### src/rtl/led_pwm_ctrl_if.sv
// rtl/led_pwm_ctrl_if.sv - register bus between a host and the LED PWM controller
interface led_pwm_ctrl_if;
  logic        read;
  logic        write;
  logic [31:0] address;
  logic [31:0] write_data;
  logic [31:0] read_data;
  logic        response;

  modport master (
    output read, write, address, write_data,
    input  read_data, response
  );

  modport slave (
    input  read, write, address, write_data,
    output read_data, response
  );
endinterface

### src/rtl/led_pwm_ctrl.sv
// rtl/led_pwm_ctrl.sv - multi-channel LED driver with per-channel PWM duty and blink gating
module led_pwm_ctrl #(
  parameter int NUM_LEDS   = 8,
  parameter int PWM_BITS   = 8,
  parameter int BLINK_BITS = 24,
  parameter int ACTIVE_LOW = 1
) (
  input  logic                clk,
  input  logic                reset,
  led_pwm_ctrl_if.slave       bus,
  output logic [NUM_LEDS-1:0] leds
);

  localparam logic [PWM_BITS-1:0] DUTY_FULL = '1;
  localparam logic [NUM_LEDS-1:0] PIN_INV   = {NUM_LEDS{(ACTIVE_LOW != 0)}};

  logic [NUM_LEDS-1:0]                enable;
  logic [NUM_LEDS-1:0]                blink_en;
  logic [BLINK_BITS-1:0]              blink_period;
  logic [NUM_LEDS-1:0][PWM_BITS-1:0]  duty;
  logic [PWM_BITS-1:0]                pwm_cnt;
  logic [BLINK_BITS-1:0]              blink_cnt;
  logic                               blink_phase;
  logic [NUM_LEDS-1:0]                led_on;
  logic [31:0]                        rd_value;

  // Only address[7:2] selects a register; the rest of the bus word is don't-care.
  logic [5:0] word;
  logic [3:0] duty_idx;
  logic       duty_sel;
  logic       wr_period;
  logic       unused_bus_bits;

  assign word            = bus.address[7:2];
  assign duty_idx        = word[3:0];
  assign duty_sel        = (word[5:4] == 2'b01) && ({1'b0, duty_idx} < 5'(NUM_LEDS));
  assign wr_period       = bus.write && (word == 6'd2);
  assign unused_bus_bits = ^{bus.address, bus.write_data};

  // Configuration registers; reset wins over any simultaneous write.
  always_ff @(posedge clk) begin
    if (reset) begin
      enable       <= '0;
      blink_en     <= '0;
      blink_period <= '0;
      duty         <= {NUM_LEDS{DUTY_FULL}};
    end else if (bus.write) begin
      if (word == 6'd0) enable   <= bus.write_data[NUM_LEDS-1:0];
      if (word == 6'd1) blink_en <= bus.write_data[NUM_LEDS-1:0];
      if (wr_period)    blink_period <= bus.write_data[BLINK_BITS-1:0];
      for (int i = 0; i < NUM_LEDS; i++) begin
        if (duty_sel && (duty_idx == 4'(i))) duty[i] <= bus.write_data[PWM_BITS-1:0];
      end
    end
  end

  // Free-running PWM ramp shared by all channels.
  always_ff @(posedge clk) begin
    if (reset) pwm_cnt <= '0;
    else       pwm_cnt <= pwm_cnt + PWM_BITS'(1);
  end

  // Blink timebase: phase flips every blink_period cycles; a period write restarts it in the on phase.
  always_ff @(posedge clk) begin
    if (reset || wr_period || (blink_period == '0)) begin
      blink_cnt   <= '0;
      blink_phase <= 1'b1;
    end else if (blink_cnt >= blink_period - BLINK_BITS'(1)) begin
      blink_cnt   <= '0;
      blink_phase <= ~blink_phase;
    end else begin
      blink_cnt   <= blink_cnt + BLINK_BITS'(1);
    end
  end

  // Per-channel on decision: enable, PWM compare (full duty pinned on), blink gating.
  always_comb begin
    led_on = '0;
    for (int i = 0; i < NUM_LEDS; i++) begin
      led_on[i] = enable[i]
                & ((duty[i] == DUTY_FULL) | (pwm_cnt < duty[i]))
                & (~blink_en[i] | blink_phase);
    end
  end

  // Pin drive is registered and optionally inverted for sink-driven LEDs.
  always_ff @(posedge clk) begin
    if (reset) leds <= PIN_INV;
    else       leds <= led_on ^ PIN_INV;
  end

  // Read mux: zero-extended register value, zero for anything unmapped.
  always_comb begin
    rd_value = '0;
    case (word)
      6'd0:    rd_value[NUM_LEDS-1:0]   = enable;
      6'd1:    rd_value[NUM_LEDS-1:0]   = blink_en;
      6'd2:    rd_value[BLINK_BITS-1:0] = blink_period;
      6'd3:    rd_value[0]              = blink_phase;
      default: begin
        for (int i = 0; i < NUM_LEDS; i++) begin
          if (duty_sel && (duty_idx == 4'(i))) rd_value[PWM_BITS-1:0] = duty[i];
        end
      end
    endcase
  end

  // One-cycle acknowledge; read data is suppressed when a write shares the cycle.
  always_ff @(posedge clk) begin
    if (reset) begin
      bus.response  <= 1'b0;
      bus.read_data <= '0;
    end else begin
      bus.response  <= bus.read | bus.write;
      bus.read_data <= (bus.read && !bus.write) ? rd_value : 32'd0;
    end
  end

endmodule

### src/flat_wrapper.sv
// flat-port wrapper written by rule: the top's interface ports become plain ports
module led_pwm_ctrl_flat 
#(
  parameter int NUM_LEDS   = 8,
  parameter int PWM_BITS   = 8,
  parameter int BLINK_BITS = 24,
  parameter int ACTIVE_LOW = 1
)
  (clk, reset, leds, bus_read, bus_write, bus_address, bus_write_data, bus_read_data, bus_response);
  led_pwm_ctrl_if bus_i ();
  input  logic clk;
  input  logic reset;
  output logic [NUM_LEDS-1:0] leds;
  input wire logic [$bits(bus_i.read)-1:0] bus_read;
  input wire logic [$bits(bus_i.write)-1:0] bus_write;
  input wire logic [$bits(bus_i.address)-1:0] bus_address;
  input wire logic [$bits(bus_i.write_data)-1:0] bus_write_data;
  output wire logic [$bits(bus_i.read_data)-1:0] bus_read_data;
  output wire logic [$bits(bus_i.response)-1:0] bus_response;
  assign bus_i.read = bus_read;
  assign bus_i.write = bus_write;
  assign bus_i.address = bus_address;
  assign bus_i.write_data = bus_write_data;
  assign bus_read_data = bus_i.read_data;
  assign bus_response = bus_i.response;
  led_pwm_ctrl #(.NUM_LEDS(NUM_LEDS), .PWM_BITS(PWM_BITS), .BLINK_BITS(BLINK_BITS), .ACTIVE_LOW(ACTIVE_LOW)) u_core (.clk(clk), .reset(reset), .bus(bus_i), .leds(leds));
endmodule
### config.mk
export PLATFORM = sky130hd
export DESIGN_NAME = led_pwm_ctrl_flat
export DESIGN_NICKNAME = d
export VERILOG_FILES = /design/src/rtl/led_pwm_ctrl_if.sv /design/src/rtl/led_pwm_ctrl.sv /design/src/flat_wrapper.sv
export SDC_FILE = /design/constraint.sdc
export NUM_CORES = 1
export LEC_CHECK = 0
export ABC_CLOCK_PERIOD_IN_PS = 10200
export BUFFER_PORTS_ARGS = -buffer_cell sky130_fd_sc_hd__buf_2
export CORE_ASPECT_RATIO = 1.2
export CORE_MARGIN = 5
export CORE_UTILIZATION = 63
export CTS_CLUSTER_SIZE = 14
export DETAILED_ROUTE_END_ITERATION = 7
export PLACE_DENSITY = 0.94
export SYNTH_ARGS = -nofsm -noshare
export SYNTH_HDL_FRONTEND = slang
export SYNTH_SLANG_ARGS = --single-unit
### constraint.sdc
create_clock -name clk -period 10.2 [get_ports clk]
set_input_delay 2.04 -clock clk [delete_from_list [all_inputs] [get_ports clk]]
set_output_delay 2.04 -clock clk [all_outputs]
set_load 0.03 [all_outputs]
After elaboration in Yosys (flattened, before gate mapping)
Index checks and enable logic that the tools add are counted.

Register bits: 178. Latch bits: 0. RAM bits: 0. ROM bits: 0. Output and inout port bits: 41. Logic and storage cells: 137. Memories kept: 0.

$add $sub $neg: 3. $mul: 0. Div/mod/pow operators: 0. $lt $le $gt $ge: 10. Equal/unequal tests: 19. Shift-type cells: 0. Mux-type cells: 10. Bitwise gates (word level): 45. Reduce and logical (&&, ||, !) cells: 31.

Operators by type and width (count): 8-bit == test (second input constant) (8); 8-bit < comparator (8); 8-bit 2-to-1 mux (8); 7-bit one-hot mux with 4 select lines (1); 24-bit by 1-bit adder with 24-bit output (second input constant) (1); 24-bit >= comparator (1); 24-bit logical NOT (1); 24-bit by 1-bit subtractor with 24-bit output (second input constant) (1); 2-bit AND reduction (11); 1-bit OR (17); 1-bit bitwise AND (16); 4-bit by 3-bit == test with 1-bit output (second input constant) (4); 6-bit by 2-bit == test with 1-bit output (second input constant) (2); 1-bit logical AND (11); 1-bit NOT (11); 8-bit by 1-bit adder with 8-bit output (second input constant) (1); 4-bit by 2-bit == test with 1-bit output (second input constant) (2); 8-bit NOT (1); 6-bit by 1-bit == test with 1-bit output (second input constant) (1); 6-bit logical NOT (1); 4-bit by 1-bit == test with 1-bit output (second input constant) (1); 4-bit logical NOT (1); 4-bit < comparator (second input constant) (1); 1-bit one-hot mux with 4 select lines (1); other kinds (5) (7).

Depth between registers and ports, before layout
Depth after elaboration: 12. Mapped depth: 15. Mapped depth without buffers: 14.

Least setup slack after synthesis
Ideal clock, no wire load.

Path type: input-to-reg. Start point: input bus_address[2]. End point: register u_core.duty[46] in the netlist's numbering. Library setup time: 0.079 ns. Data arrival time: 3.510 ns. Setup slack: 6.611 ns. Stages on the path: 8. Path buffers: 4. Cell sequence: clkbuf_1 > buf_2 > buf_4 > nand2_1 > nor2_1 > buf_2 > nand2_1 > o211ai_1.

Cells in the longest elaborated chain, start to end: 4. Elaborated cells between the ends (all ways): 5. Classes of those cells: order compare (1); eq/ne (1); reduce/logical (3).

Ends and longest elaborated chain: from (decl) (line flat_wrapper.sv:16) `input wire logic [$bits(bus_i.address)-1:0] bus_address;`; 4-bit < comparator (line led_pwm_ctrl.sv:36) `assign duty_sel = (word[5:4] == 2'b01) && ({1'b0, duty_idx} < 5'(NUM_LEDS));`; 1-bit logical AND (line led_pwm_ctrl.sv:36); 1-bit logical AND (*) (line led_pwm_ctrl.sv:52) `if (duty_sel && (duty_idx == 4'(i))) duty[i] <= bus.write_data[PWM_BITS-1:0];`; 2-bit AND reduction (no line) (*); to (signal assigned) (line led_pwm_ctrl.sv:46) `duty <= {NUM_LEDS{DUTY_FULL}};`; to (signal, indexed assignment) (line led_pwm_ctrl.sv:52); to (decl) (line led_pwm_ctrl.sv:20) `logic [NUM_LEDS-1:0][PWM_BITS-1:0] duty;`.

Mark *: on every way between the ends. The rest lies on a longest branch, timed or not. A chain may end at the register's enable or synchronous reset.

Worst setup path in the final report
Start point: input reset. End point: register u_core.bus.read_data[19].

Cells in the longest elaborated chain, start to end: 1.

Ends and longest elaborated chain: from (decl) (line flat_wrapper.sv:12) `input logic reset;`; 3-bit OR reduction (no line); to (signal assigned) (line led_pwm_ctrl.sv:115) `bus.read_data <= (bus.read && !bus.write) ? rd_value : 32'd0;`; to (decl) (line led_pwm_ctrl_if.sv:17) `output read_data, response`.

No other way between the ends.

==> impl_metrics.toml <==
[clocking]
clockRootBuffer = "sky130_fd_sc_hd__clkbuf_16"
numClockSinks = 170
insertion_delay_ns = 0.45
cts.clk_slew.worst_paths_ns = 0.07
clock_path_buffers = 2
cts_hold_buffers = 0
cts_made_buffers = 17
htree_num_levels = 4
post_cts.repair.setup_buffers = 0
post_cts.resized_instances = 0
tritoncts = "done"

[routing]
drt_drc_violations_left = 0
wl_per_cell_um = 19.5
vias = 8501
drtIter0Drc = 1149
drt_wl_total_um = 25900
vias_per_cell = 6.42
drtAntennaViolNets = 0
first_pass_iters = 8

[finish]
post_route_cells_drive_above_1_share_pct = 10.5
area_growth_pct = 9.36
num_antenna_cells = 0
final_cell_count_no_fill = 1324
most-common-layout-cells = "sky130_fd_sc_hd__dfxtp_1 (170), sky130_fd_sc_hd__nand2_1 (156), sky130_fd_sc_hd__nor2_1 (95)"
nets = 1288
layout.core_utilization_pct = 70.5
layout_commonest_cell = "sky130_fd_sc_hd__dfxtp_1"

[sta]
setup_repair_after_global_routing_missed_its_margin = "false"
max_freq_mhz = 245
timing.final.max_slew_violations = 0
worst-slew-pin-transition_ns = 1.05
whs_ns = 0.507
timing_hold_violations_final = 0
fin_tns_setup_ns = 0
finish_stage_setup_viols = 0
relSlewSlack_pct = 29.7
layout_min_cycle_time_ns = 4.09
final.period_utilization_pct = 40.1
finalClockSkew_ns = 0.0120

[power]
cellLeakagePower_nw = 4.86
power.density_cell_area_nw_per_um2 = 139
max-vdd-ir-drop_mv = 0.109
total_power_mw = 1.41

[min_path]
hold_path_class = "flop to flop"

[critical_path]
timing.critical_path.to_type = "flop"
timing.critical_path.to = "u_core.bus.read_data[19]"
critical_path_arrival_ns = 4.47
setup.worst_path.start = "reset"
r2r_cells = 14
path_class = "primary input to flop"
worst-r2r-setup-slack_ns = 6.26
worstReg2RegStart = "u_core.blink_period[0]"
r2r-end = "u_core.blink_cnt[1]"
startpoint_type = "primary input"
timing.critical_path.required_ns = 10.58
crit_path_max_fanout = 69

[status]
run_status = "complete, no violations"

[floorplanning]
die-height_um = 143
die_width_um = 121
floorplan.initialDensity_pct = 64.4
die_outline_area_um2 = 17300
ports_placed_on_the_boundary = 109
std_cell_rows = 48
core_area_um2 = 14400

[run]
maxCapViolCount = 0

[yosys]
synth_enable_flop_cells = 0
ys_ff_latch = 170
yosys_most_used_dff = "sky130_fd_sc_hd__dfxtp_1"
synth_sequential_area_ratio_pct = 36.6
synth_top_cell_by_area = "sky130_fd_sc_hd__dfxtp_1"
syn-cell-area_um2 = 9290
yosys_warns = 0
average_cell_area_after_synthesis_um2 = 8.40
syn_inst_count = 1106
yosysTopAreaCellShare_pct = 36.6
synth_async_sr_flop_share_pct = 0
synth_top_cells_by_area = "sky130_fd_sc_hd__dfxtp_1 (37%), sky130_fd_sc_hd__ha_1 (11%), sky130_fd_sc_hd__nand2_1 (6.3%)"
distinct_cell_type_count_after_synthesis = 60

[global_routing]
total_congestion_overflow_after_global_routing = 0
global_route.usage.total_pct = 30.3
grt_start_max_net_pins = 70
first_global_vias = 8318
antenna_violations_before_repair = 1
first_pass_grt_wire_length_um = 41300

[placement]
gp_routability_congestion = 0.932
place.port_buffers = 66
hpwl_reported_at_the_end_of_detailed_placement_um = 17100
place.detailed.instances = 1292
[through the flow]
step	area (µm²)	worst slack [ns]
floorplan	9310	6.61
global placement	9580	5.76
detailed placement	9580	5.72
CTS	10200	6.17
global route	10200	5.92
finish	10200	6.11
[per-layer routing]
metal / GRT usage (%) / wire length (µm)
met1: 35.7 / 9500
met2: 50.6 / 12200
met3: 6.58 / 2440
met4: 18.1 / 1710
met5: 0 / 7
[cell usage after synthesis, drive strengths merged (6+ instances only)]
cell type	number
a211oi	14
a21o	8
a21oi	49
a222oi	10
a31oi	6
and2	18
and3	13
buf	24
clkbuf	40
dfxtp	170
ha	84
inv	84
mux2i	35
nand2	156
nand2b	13
nand3	33
nand4	25
nor2	95
nor2b	6
nor3	18
nor4	9
o2111ai	7
o211ai	50
o21a	14
o21ai	38
xnor2	29
xor2	21
[cells by family after synthesis]
logic type | synth area share (%)
AO/OA/AOI/OAI | 15.4
XOR/XNOR | 4.72
adder cells (fa/ha/maj) | 11.3
buffers and inverters | 6.64
flip-flops | 36.6
multiplexers | 4.38
other | 0.0404
AND/OR/NAND/NOR | 20.8
[flip-flops by register name, summed over array words and instances, names as in the netlist]
| register | flops |
|---|---|
| u_core.bus.read_data | 24 |
| u_core.blink_period | 24 |
| u_core.duty | 64 |
| u_core.pwm_cnt | 8 |
| u_core.blink_en | 8 |
| u_core.bus.response | 1 |
| u_core.enable | 8 |
| u_core.blink_phase | 1 |
| u_core.leds | 8 |
| u_core.blink_cnt | 24 |
[report_power, final]
part           switching (mW)  internal (mW)
Combinational          0.0582         0.0276
Sequential            0.00847          0.668
Clock                   0.282          0.369
Total                   0.349           1.06
[worst max-delay path: stages]
cell and delay, ns:
sky130_fd_sc_hd__buf_2 0.42, sky130_fd_sc_hd__inv_2 0.13, sky130_fd_sc_hd__buf_4 0.60, sky130_fd_sc_hd__and3_1 0.45, sky130_fd_sc_hd__and3_1 0.55, sky130_fd_sc_hd__and2_1 0.22
[worst min path at each step]
stage	start	to	slack, ns	cells past startpoint
floorplan	u_core.blink_cnt[0]	u_core.blink_cnt[0]	0.44	1
global placement	u_core.blink_cnt[0]	u_core.blink_cnt[0]	0.46	1
detailed placement	u_core.blink_cnt[0]	u_core.blink_cnt[0]	0.47	1
CTS	u_core.blink_en[1]	u_core.blink_en[1]	0.50	2
global route	u_core.blink_en[1]	u_core.blink_en[1]	0.53	2
finish	u_core.blink_cnt[0]	u_core.blink_cnt[0]	0.51	1
[final cells by class]
class,count,area [µm²]
Multi-Input combinational cell,795,5290
Fill cell,1015,4260
Sequential cell,170,3400
Clock buffer,19,443
Timing Repair Buffer,68,345
Inverter,84,315
Tap cell,175,219
Clock inverter,13,138
No activity file was read; power rests on OpenSTA's default activity.
